## src/rtl/synth_voice_mixer.sv

```systemverilog
// Purpose: mix NUM_VOICES gated, gain-scaled voices into one saturated mono sample (one MAC per cycle).
// Latency: NUM_VOICES+2 cycles from accept to the out_valid pulse; one frame per NUM_VOICES+2 cycles.
// Backpressure: in_ready is low while busy; frames offered then are dropped and flagged on overrun.
module synth_voice_mixer #(
  parameter int AUDIO_WIDTH = 32,
  parameter int NUM_VOICES  = 8,
  parameter int GAIN_WIDTH  = 8
) (
  input  logic                                  clk,
  input  logic                                  rst,
  input  logic [NUM_VOICES*AUDIO_WIDTH-1:0]     voices_in,
  input  logic [NUM_VOICES-1:0]                 note_on,
  input  logic [NUM_VOICES*GAIN_WIDTH-1:0]      gains_in,
  input  logic                                  in_valid,
  output logic                                  in_ready,
  output logic signed [AUDIO_WIDTH-1:0]         out_sample,
  output logic                                  out_valid,
  output logic [$clog2(NUM_VOICES+1)-1:0]       active_count,
  output logic                                  clip,
  output logic                                  overrun
);

  localparam int IDX_W  = (NUM_VOICES > 1) ? $clog2(NUM_VOICES) : 1;
  localparam int CNT_W  = $clog2(NUM_VOICES + 1);
  localparam int PROD_W = AUDIO_WIDTH + GAIN_WIDTH + 1;
  // Wide enough that NUM_VOICES full-scale products can never wrap.
  localparam int ACC_W  = AUDIO_WIDTH + GAIN_WIDTH + $clog2(NUM_VOICES) + 1;

  localparam logic [IDX_W-1:0] LAST_IDX = IDX_W'(NUM_VOICES - 1);
  localparam logic signed [ACC_W-1:0] SAT_MAX =
    {{(ACC_W-AUDIO_WIDTH+1){1'b0}}, {(AUDIO_WIDTH-1){1'b1}}};
  localparam logic signed [ACC_W-1:0] SAT_MIN =
    {{(ACC_W-AUDIO_WIDTH+1){1'b1}}, {(AUDIO_WIDTH-1){1'b0}}};

  typedef enum logic [1:0] {
    S_IDLE  = 2'd0,
    S_ACCUM = 2'd1,
    S_SAT   = 2'd2
  } state_t;

  state_t state, state_nxt;

  logic signed [AUDIO_WIDTH-1:0] voice_q [NUM_VOICES];
  logic        [GAIN_WIDTH-1:0]  gain_q  [NUM_VOICES];
  logic        [NUM_VOICES-1:0]  mask_q;
  logic        [IDX_W-1:0]       idx;
  logic signed [ACC_W-1:0]       acc;

  logic                          accept;
  logic signed [PROD_W-1:0]      voice_ext;
  logic signed [PROD_W-1:0]      gain_ext;
  logic signed [PROD_W-1:0]      prod;
  logic signed [PROD_W-1:0]      prod_sh;
  logic signed [ACC_W-1:0]       addend;
  logic signed [AUDIO_WIDTH-1:0] sat_val;
  logic                          sat_clip;

  function automatic logic [CNT_W-1:0] popcount(input logic [NUM_VOICES-1:0] m);
    logic [CNT_W-1:0] c;
    c = '0;
    for (int i = 0; i < NUM_VOICES; i++) begin
      c = c + CNT_W'(m[i]);
    end
    return c;
  endfunction

  assign in_ready = (state == S_IDLE);
  assign accept   = in_valid && in_ready;
  // Combinational so the flag lines up with the exact cycles a frame is refused.
  assign overrun  = in_valid && !in_ready;

  // Gain is unsigned Q1.(GAIN_WIDTH-1): zero-extend it, multiply signed, then an
  // arithmetic shift drops the fraction (floors toward negative infinity).
  assign voice_ext = PROD_W'(voice_q[idx]);
  assign gain_ext  = PROD_W'($signed({1'b0, gain_q[idx]}));
  assign prod      = voice_ext * gain_ext;
  assign prod_sh   = prod >>> (GAIN_WIDTH - 1);
  assign addend    = ACC_W'(prod_sh);

  // Clamp the accumulated sum into the output sample range and flag clipping.
  always_comb begin
    sat_val  = acc[AUDIO_WIDTH-1:0];
    sat_clip = 1'b0;
    if (acc > SAT_MAX) begin
      sat_val  = SAT_MAX[AUDIO_WIDTH-1:0];
      sat_clip = 1'b1;
    end else if (acc < SAT_MIN) begin
      sat_val  = SAT_MIN[AUDIO_WIDTH-1:0];
      sat_clip = 1'b1;
    end
  end

  // State register.
  always_ff @(posedge clk or negedge rst) begin
    if (!rst) begin
      state <= S_IDLE;
    end else begin
      state <= state_nxt;
    end
  end

  // Next-state logic: one pass over every voice slot, then a single saturate cycle.
  always_comb begin
    state_nxt = state;
    case (state)
      S_IDLE:  if (in_valid) state_nxt = S_ACCUM;
      S_ACCUM: if (idx == LAST_IDX) state_nxt = S_SAT;
      S_SAT:   state_nxt = S_IDLE;
      default: state_nxt = S_IDLE;
    endcase
  end

  // Frame capture, multiply-accumulate and result registers.
  always_ff @(posedge clk or negedge rst) begin
    if (!rst) begin
      for (int i = 0; i < NUM_VOICES; i++) begin
        voice_q[i] <= '0;
        gain_q[i]  <= '0;
      end
      mask_q       <= '0;
      idx          <= '0;
      acc          <= '0;
      out_sample   <= '0;
      out_valid    <= 1'b0;
      active_count <= '0;
      clip         <= 1'b0;
    end else begin
      out_valid <= 1'b0;
      if (accept) begin
        for (int i = 0; i < NUM_VOICES; i++) begin
          voice_q[i] <= voices_in[i*AUDIO_WIDTH +: AUDIO_WIDTH];
          gain_q[i]  <= gains_in[i*GAIN_WIDTH +: GAIN_WIDTH];
        end
        mask_q <= note_on;
        idx    <= '0;
        acc    <= '0;
      end
      if (state == S_ACCUM) begin
        if (mask_q[idx]) begin
          acc <= acc + addend;
        end
        if (idx != LAST_IDX) begin
          idx <= idx + IDX_W'(1);
        end
      end
      if (state == S_SAT) begin
        out_sample   <= sat_val;
        clip         <= sat_clip;
        active_count <= popcount(mask_q);
        out_valid    <= 1'b1;
      end
    end
  end

endmodule

```

## config.mk

```make
export PLATFORM = sky130hd
export DESIGN_NAME = synth_voice_mixer
export DESIGN_NICKNAME = d
export VERILOG_FILES = /design/src/rtl/synth_voice_mixer.sv
export SDC_FILE = /design/constraint.sdc
export NUM_CORES = 1
export LEC_CHECK = 0
export ABC_AREA = 1
export BUFFER_PORTS_ARGS = -buffer_cell sky130_fd_sc_hd__buf_4
export CORE_MARGIN = 4
export CORE_UTILIZATION = 42
export CTS_CLUSTER_SIZE = 12
export DETAILED_ROUTE_END_ITERATION = 16
export PLACE_DENSITY = 0.57
export SLEW_MARGIN = 20
export SYNTH_ARGS = -nofsm -noshare
export SYNTH_HDL_FRONTEND = slang
export SYNTH_SLANG_ARGS = --single-unit
```

## constraint.sdc

```tcl
create_clock -name clk -period 13.11 [get_ports clk]
set_clock_uncertainty 0.05 [all_clocks]
set_input_delay 1.9665 -clock clk [delete_from_list [all_inputs] [get_ports clk]]
set_output_delay 1.9665 -clock clk [all_outputs]
set_load 0.02 [all_outputs]
```

## Yosys cells after proc, flatten, opt, wreduce, memory -nomap -nowiden

Index checks and enable logic that the tools add are counted.
W data, S select, Z words.

| storage, ports and cells | value |
|---|---|
| register bits | 415 |
| bits of input ports | 331 |
| logic and storage cells | 72 |

| cells by class | value |
|---|---|
| $add $sub $neg | 9 |
| multiply operators | 1 |
| magnitude comparators | 4 |
| equality and inequality tests | 6 |
| muxes and demuxes | 22 |
| bitwise logic cells | 1 |
| reduce and logical (&&, ||, !) cells | 5 |

Operator list:

| operator | count |
|---|---|
| $mux W44 | 3 |
| $mux W32 | 4 |
| $bmux W32 S3 | 1 |
| $add A44 B34 Y44 | 1 |
| $gt A44 B32 Y1 const B | 1 |
| $lt A44 B32 Y1 const B | 1 |
| $mul A32 B9 Y41 | 1 |
| $bmux W8 S3 | 1 |
| $add A4 B1 Y4 | 4 |
| $mux W8 | 2 |
| $mux W3 | 3 |
| $add A3 B1 Y4 | 1 |
| $ge A4 B4 Y1 const B | 1 |
| $lt A3 B4 Y1 const B | 1 |
| $mux W1 | 4 |
| $mux W2 | 2 |
| $ne A2 B2 Y1 const B | 2 |
| $not A3 Y4 | 1 |
| $pmux W2 S2 | 1 |
| $add A2 B1 Y3 | 1 |
| $add A3 B1 Y3 const B | 1 |
| $bmux W1 S3 | 1 |
| $eq A3 B3 Y1 const B | 1 |
| $ne A3 B3 Y1 const B | 1 |
| other kinds (7) | 8 |

## Logic depth before layout (Yosys ltp)

Gate-level depths: netlist (run 1).

| logic depth | value |
|---|---|
| depth after elaboration | 8 |
| depth in mapped cells | 49 |

## Worst setup path after synthesis (run 1)

OpenSTA, ideal clock, no wires.

| timing | value |
|---|---|
| kind | reg-to-reg |
| start | register idx[0] |
| end | register acc[39] |
| library setup time | 0.117 ns |
| data arrival time | 7.000 ns |
| data required time | 12.943 ns |
| slack | 5.942 ns |
| stages on the path, launching flop included | 41 |
| buffers on the path | 6 |
| period minus slack after synthesis | 7.168 ns |
| cell sequence | dfrtp_1 -> buf_6 -> inv_4 -> buf_6 -> buf_4 -> buf_4 -> buf_2 -> nor2_1 -> o22ai_1 -> inv_1 -> o21ai_2 -> buf_2 -> nand2_1 -> fa_1 -> inv_1 -> fa_1 -> fa_1 -> inv_1 -> [... 5 more ...] -> a31oi_1 -> o21ai_0 -> a21oi_1 -> nor2_1 -> nor2_1 -> nand2_1 -> nand2_1 -> nand2_1 -> ha_1 -> a21oi_1 -> inv_1 -> a21oi_1 -> nor2_1 -> a311oi_1 -> nand3_1 -> or2_2 -> nand3_1 -> nand2_1 |

| between the ends | value |
|---|---|
| longest elaborated chain between the ends | 8 |
| elaborated cells between the ends (all ways) | 13 |
| classes of those cells | add/sub (1); mul (1); mux (10); bitwise (1) |

RTL lines:

| item | RTL line | RTL |
|---|---|---|
| from (decl) | 46 | `logic [IDX_W-1:0] idx;` |
| from (signal assigned) | 143 | `idx <= idx + IDX_W'(1);` |
| $not A3 Y4 (implied by the code) | 74, 75 |  |
| $bmux W32 S3 or $bmux W8 S3 (tied branches) | 74, 75 |  |
| $mux W32 (implied by the code) or $mux W8 (tied branches) (2 in a row) | 74, 75 |  |
| $mul A32 B9 Y41 | 76 | `assign prod = voice_ext * gain_ext;` |
| $add A44 B34 Y44 | 140 | `acc <= acc + addend;` |
| $mux W44 * | 139 | `if (mask_q[idx]) begin` |
| $mux W44 * | 138 | `if (state == S_ACCUM) begin` |
| to (signal assigned) | 140 |  |
| to (decl) | 47 | `logic signed [ACC_W-1:0] acc;` |

Every way passes the cells marked *; elsewhere a longest branch is shown, timed or not. The select of a mux whose other input is x is not followed.
A chain may end at the register's enable or synchronous reset.

## Final worst setup path (run 1)

| timing | value |
|---|---|
| start | register idx[0] |
| end | register acc[41] |

The elaborated chain is that of the path after synthesis.

==> run metrics, run 1 <==
status finished, final reports clean; asr flop ratio synth 1.00; register area share after synthesis 0.344; Fin Hold WS about 0.42 ns; CP max FO 144; largest net degree at the start of global routing 193; dpl hpwl around 76000 µm; CTS tree built; number of global-route vias before repair 27800; Worst Tran Pin Value 1.15 ns; I/O pin total 371; count of different cell masters after synthesis 51; reg-to-reg setup timing slack 3.03 ns; width of the die 276 µm; Post-CTS Resized 0; Routability Congestion about 0.98; Syn Nets around 4700; vias per cell 5.15; setup bufs post-CTS 0; Worst EP required 13.56 ns; Num CTS Buffers 47; Routed WL per cell 18.9 µm; type of the worst setup path register to register; Synth Flop Type dfrtp_1; slowest stage delay, CP 0.89 ns; Mapped Area 30200 µm²; Cells after Synth between 4000 and 5000; CP Launch Type register; critical path's slowest cell clkinv_1; CTS root buffer clkbuf_16; TNS Setup 0 ns; layout cells sized above 1 0.122; Die Area roughly 76000 µm²; Rows 98; Tmin final 10.08 ns; Core ar. roughly 71000 µm²; total wire length 99500 µm; most area-consuming cells after synthesis dfrtp_1 34%, nand2_1 16%, fa_1 13%; number of synthesized flops with an enable pin 0; Mean Syn Cell Area 7.49 µm²; most common cell in the netlist nand2_1; GRT Total Usage 0.257; FMAX between 90 and 100 MHz; Hold Crit Class register to register; clk_lat worst skew ~0.59 ns; Ys Warns 0; Post-CTS Hold Buffers 0; period utilization 0.769; # DRC 0; initial antenna violation count 3; via count 27200; Post-synth top cells 1297 x nand2_1, 463 x inv_1, 454 x nor2_1, 415 x dfrtp_1, 263 x o21ai_0; RSZ-0062 raised after global routing false; H-tree levels 2; Slew Limit Headroom 0.232; chip height around 280 µm; cell taking the most area after synthesis dfrtp_1; ANT nets after route 0; CP arrival between 10 and 15 ns; total grt overflow 0; DR iter-0 viols 1930; crit-path most repeated cell nand2_1; PortBufs 370; max-slew violation count 0; Pre-antenna DRT Iters 5; Layout area overhead 16.3%; max_cap viols 0; count of final setup violators 0; clock sinks 415; first-pass GRT wire length around 160000 µm; critical path endpoint category register; clock slew at reported path FFs 0.06 ns; Initial Utilization 0.423; Bufs on Longest Clock Path 3; #FFs+latches synth ~420; final net count 4950; Yosys top cell area share 0.344; Fin. Hold Viols 0
layout by cell type (no fill, tap or decap), drive strengths merged:
| cell | instances |
|---|---|
| a221oi | 2 |
| and3 | 1 |
| a311oi | 3 |
| ha | 128 |
| xnor2 | 24 |
| buf | 395 |
| a21oi | 181 |
| o22ai | 72 |
| a31o | 1 |
| dfrtp | 415 |
| bufinv | 1 |
| clkbuf | 66 |
| clkinvlp | 2 |
| nand4 | 11 |
| nand3 | 106 |
| inv | 489 |
| o21a | 4 |
| o31ai | 2 |
| nor2 | 456 |
| nand3b | 2 |
| a21boi | 4 |
| nand2 | 1303 |
| clkinv | 14 |
| fa | 202 |
| a21o | 15 |
| and2 | 1 |
| nor4 | 10 |
| o41ai | 1 |
| a211oi | 1 |
| o21ai | 316 |
| a31oi | 26 |
| o221ai | 5 |
| nor3 | 12 |
| o211ai | 2 |
| diode | 2 |
| o21bai | 9 |
| xor2 | 36 |
| or2 | 4 |
final timing paths:
path / from / end / cells past startpoint
worst min register to register: voice_q[183]$_DFFE_PN0P_ / voice_q[183]$_DFFE_PN0P_ / 2
min in group asynchronous: rst / out_valid$_DFF_PN0_ / 1
worst max-delay path: idx[0]$_DFF_PN0_ / acc[41]$_DFF_PN0_ / 33
worst min-delay path: voice_q[183]$_DFFE_PN0P_ / voice_q[183]$_DFFE_PN0P_ / 2
max in group asynchronous: rst / voice_q[46]$_DFFE_PN0P_ / 3
worst max register to register: idx[0]$_DFF_PN0_ / acc[41]$_DFF_PN0_ / 33
cell families (layout without fill, tap and decap cells):
| group | after synthesis | after routing | share of synthesized area |
|---|---|---|---|
| DFF | 415 | 415 | 0.344 |
| adders and majority gates | 330 | 330 | 0.187 |
| other | 0 | 2 | 0 |
| and+or+nand+nor | 1906 | 1906 | 0.247 |
| AOI/OAI and AO/OA | 644 | 644 | 0.117 |
| xor gates and xnor gates | 60 | 60 | 0.0174 |
| buffers and inverters | 674 | 967 | 0.0871 |
worst max-delay path: cells and delay by family, from the launching register on:
kind            cells  cell delay, ns
fa+ha+maj           6            2.94
simple gates       13            2.71
compound gates      8            1.55
flops               1            0.66
buf+inv             6            1.73
final cells by class:
cell class / instances / area (µm²)
diodes: 2 / 5.00
inverters: 490 / 1850
flip-flops and latches: 415 / 10400
clock buffers: 66 / 1320
multi-input cells: 2940 / 17200
well taps: 950 / 1190
fillers: 7325 / 36300
clock inverters: 16 / 136
repair buffers: 395 / 3010
flip-flops by register name, indices dropped and copies added (netlist names):
signal and count:
acc 44, out_valid 1, out_sample 32, mask_q 8, active_count 4, state 2, gain_q 64, voice_q 256
idx 3, clip 1
per-layer routing:
| layer | up-vias | global-route usage | part of all wire | wire length (µm) |
|---|---|---|---|---|
| met5 | - | 0 | 0.00040 | 40 |
| met4 | 6 | 0.0618 | 0.026 | 2620 |
| met3 | 136 | 0.0395 | 0.053 | 5240 |
| met2 | 709 | 0.444 | 0.49 | 49000 |
| met1 | 13200 | 0.342 | 0.43 | 42700 |
| li1 | 13100 | - | - | - |
stage by stage:
stage	cell area (µm²)	utilization	worst slack [ns]	std cells
after floorplan	30200	-	5.94	4029
after global placement	33600	0.471	3.59	5190
after detailed placement	33600	0.471	3.54	5190
after CTS	35100	0.491	3.56	5272
after global routing	35100	0.491	2.25	5272
final	35100	0.492	3.03	5274
Power of run 1 is not shown: default switching activity piles up to over one toggle a cycle in this logic, so the estimate is an artifact.
==> inputs of run 2 (changes only) <==
--- a/config.mk
+++ b/config.mk
@@ -11,7 +11,7 @@
 export CORE_UTILIZATION = 42
 export CTS_CLUSTER_SIZE = 12
 export DETAILED_ROUTE_END_ITERATION = 16
-export PLACE_DENSITY = 0.57
+export PLACE_DENSITY = 0.59
 export SLEW_MARGIN = 20
 export SYNTH_ARGS = -nofsm -noshare
 export SYNTH_HDL_FRONTEND = slang
==> constraint.sdc (replaced) <==
create_clock -name clk -period 9 [get_ports clk]
set_clock_uncertainty 0.05 [all_clocks]
set_input_delay 1.35 -clock clk [delete_from_list [all_inputs] [get_ports clk]]
set_output_delay 1.35 -clock clk [all_outputs]
set_load 0.02 [all_outputs]
==> run 2 against run 1 <==
Sequential share of layout area is 0.50 points lower. Setup slack got worse by 2.5 ns. Global-route usage about the same. Cell count is 0.82% higher. Register-to-register slack got worse by 2.5 ns. Utilization grew 0.85 points. Critical path depth increased by 1. Via count rose by 0.14%. First-iteration DRC count fell by 4.0%. Non-clock buffer count rose by 34. Largest cell class unchanged. Highest routed layer unchanged.
==> run metrics, run 2 (synthesis results as in run 1) <==
total grt overflow 0 (unchanged); Worst EP required 9.43 ns (-4.13 ns); chip height 276 µm (unchanged); Num CTS Buffers 48 (+2.1%); ANT nets after route 0 (unchanged); Slew Limit Headroom 0.330 (+0.0974); Die Area 76200 µm² (unchanged); Tmin final 8.46 ns (-1.62 ns); via count 27200 (+0.14%); Bufs on Longest Clock Path 3 (unchanged); Core ar. 71400 µm² (unchanged); CP Launch Type register; I/O pin total 371 (unchanged); Rows 98 (unchanged); initial antenna violation count 6 (+3); first-pass GRT wire length 157000 µm (-0.18%); # fillers 7301 (-0.33%); type of the worst setup path register to register; commonest non-fill, non-tap cell in the layout nand2_1; Initial Utilization 0.423 (unchanged); # DRC 0 (unchanged); slowest stage delay, CP 0.55 ns (-0.34 ns); period utilization 0.940 (+0.171); commonest non-fill, non-tap cells in the layout 1296 x nand2_1, 461 x inv_1, 454 x nor2_1; Worst Tran Pin Value 1.00 ns (-0.149 ns); Hold Crit Class register to register; CP arrival 8.89 ns (-1.64 ns); status finished, final reports clean; max_cap viols 0 (unchanged); clock sinks 415 (unchanged); Top reg by flops voice_q; vias per cell 5.12 (-0.67%); number of global-route vias before repair 27800 (+0.072%); crit-path most repeated cell inv_1; critical path's slowest cell dfrtp_4; TNS Setup 0 ns (unchanged); top flop regs voice_q x256, gain_q x64, acc x44; reg-to-reg setup timing slack 0.54 ns (-2.49 ns); GRT Total Usage 0.258 (+0.000433); H-tree levels 2 (unchanged); width of the die 276 µm (unchanged); max-slew violation count 0 (unchanged); total wire length 100000 µm (+0.80%); Routed WL per cell 18.9 µm (about the same); Fin. Hold Viols 0 (unchanged); FMAX 118 MHz (+19%); Routability Congestion 0.970 (-0.59%); DR iter-0 viols 1853 (-4.0%); RSZ-0062 raised after global routing false; largest net degree at the start of global routing 193 (unchanged); final net count 4986 (+0.73%); CTS tree built; critical path endpoint category register; Reg area 10400 µm² (unchanged); Pre-antenna DRT Iters 7 (+2); Multi-input gate area 17200 µm² (+0.17%); count of final setup violators 0 (unchanged); dpl hpwl 77100 µm (+1.8%); PortBufs 370 (unchanged); layout cells sized above 1 0.131 (+0.00890); clk_lat worst skew 0.62 ns (+0.03 ns); number of flip-flops in the largest register 256 (unchanged); clock slew at reported path FFs 0.06 ns (about the same); CP max FO 48 (-67%); CTS root buffer clkbuf_16; Layout area overhead 18.3%
run 2: changes by cell type in the layout (fill, tap and decap cells not counted), sizes merged:
| cell | before | now |
|---|---|---|
| buf | 395 | 429 |
| clkbuf | 66 | 74 |
| clkinv | 14 | 7 |
| bufinv | 1 | 6 |
| clkinvlp | 2 | 4 |
| diode | 2 | 3 |
run 2: final timing paths:
check,depth (start not counted),startpoint,end
worst max-delay path,34,idx[0]$_DFF_PN0_,acc[35]$_DFF_PN0_
worst min-delay path,2,voice_q[220]$_DFFE_PN0P_,voice_q[220]$_DFFE_PN0P_
worst max register to register,34,idx[0]$_DFF_PN0_,acc[35]$_DFF_PN0_
worst min register to register,2,voice_q[220]$_DFFE_PN0P_,voice_q[220]$_DFFE_PN0P_
max in group asynchronous,3,rst,voice_q[108]$_DFFE_PN0P_
min in group asynchronous,1,rst,active_count[0]$_DFFE_PN0P_
run 2: layer usage:
layer  GRT usage  wire length [µm]  vias to the layer above
met5           0                34                        -
met1       0.349             44500                    13200
li1            -                 -                    13200
met3      0.0438              5240                      156
met4      0.0851              3630                        4
met2       0.423             46900                      665
run 2: stage by stage:
stage | setup slack, ns | util | std cells | hold WS (ns) | cell area [µm²]
CTS | 0.290 | 0.499 | 5312 | 0.426 | 35600
detailed placement | 0.310 | 0.475 | 5223 | 0.410 | 33900
finish | 0.540 | 0.500 | 5317 | 0.422 | 35700
floorplan | 1.83 | - | 4029 | 0.394 | 30200
global route | 0.0455 | 0.500 | 5317 | 0.436 | 35700
global placement | 0.255 | 0.475 | 5223 | 0.407 | 33900
run 2: timing repair:
item,CTS,global route
gates resized for setup,0,7
hold buffers,0,0
endpoints found under the setup margin,0,9
buffers inserted,0,1
run 2: critical path, delay by kind of cell, from the launching register on:
family | cells | cell delay [ns]
fa+ha+maj | 6 | 2.87
simple gates | 9 | 1.23
buf+inv | 9 | 1.28
flops | 1 | 0.55
compound gates | 9 | 1.95
xor+xnor | 1 | 0.35
run 2: cell type report:
cell class	count	share of cell area
antenna	3	0.000210
clock buffer	74	0.0398
clock inverter	15	0.00817
inverter	490	0.0519
multi-input combinational	2940	0.482
sequential	415	0.291
tap	950	0.0333
timing repair buffer	429	0.0930
timing repair inverter	1	0.000210
Power of run 2 is left out for the same reason.
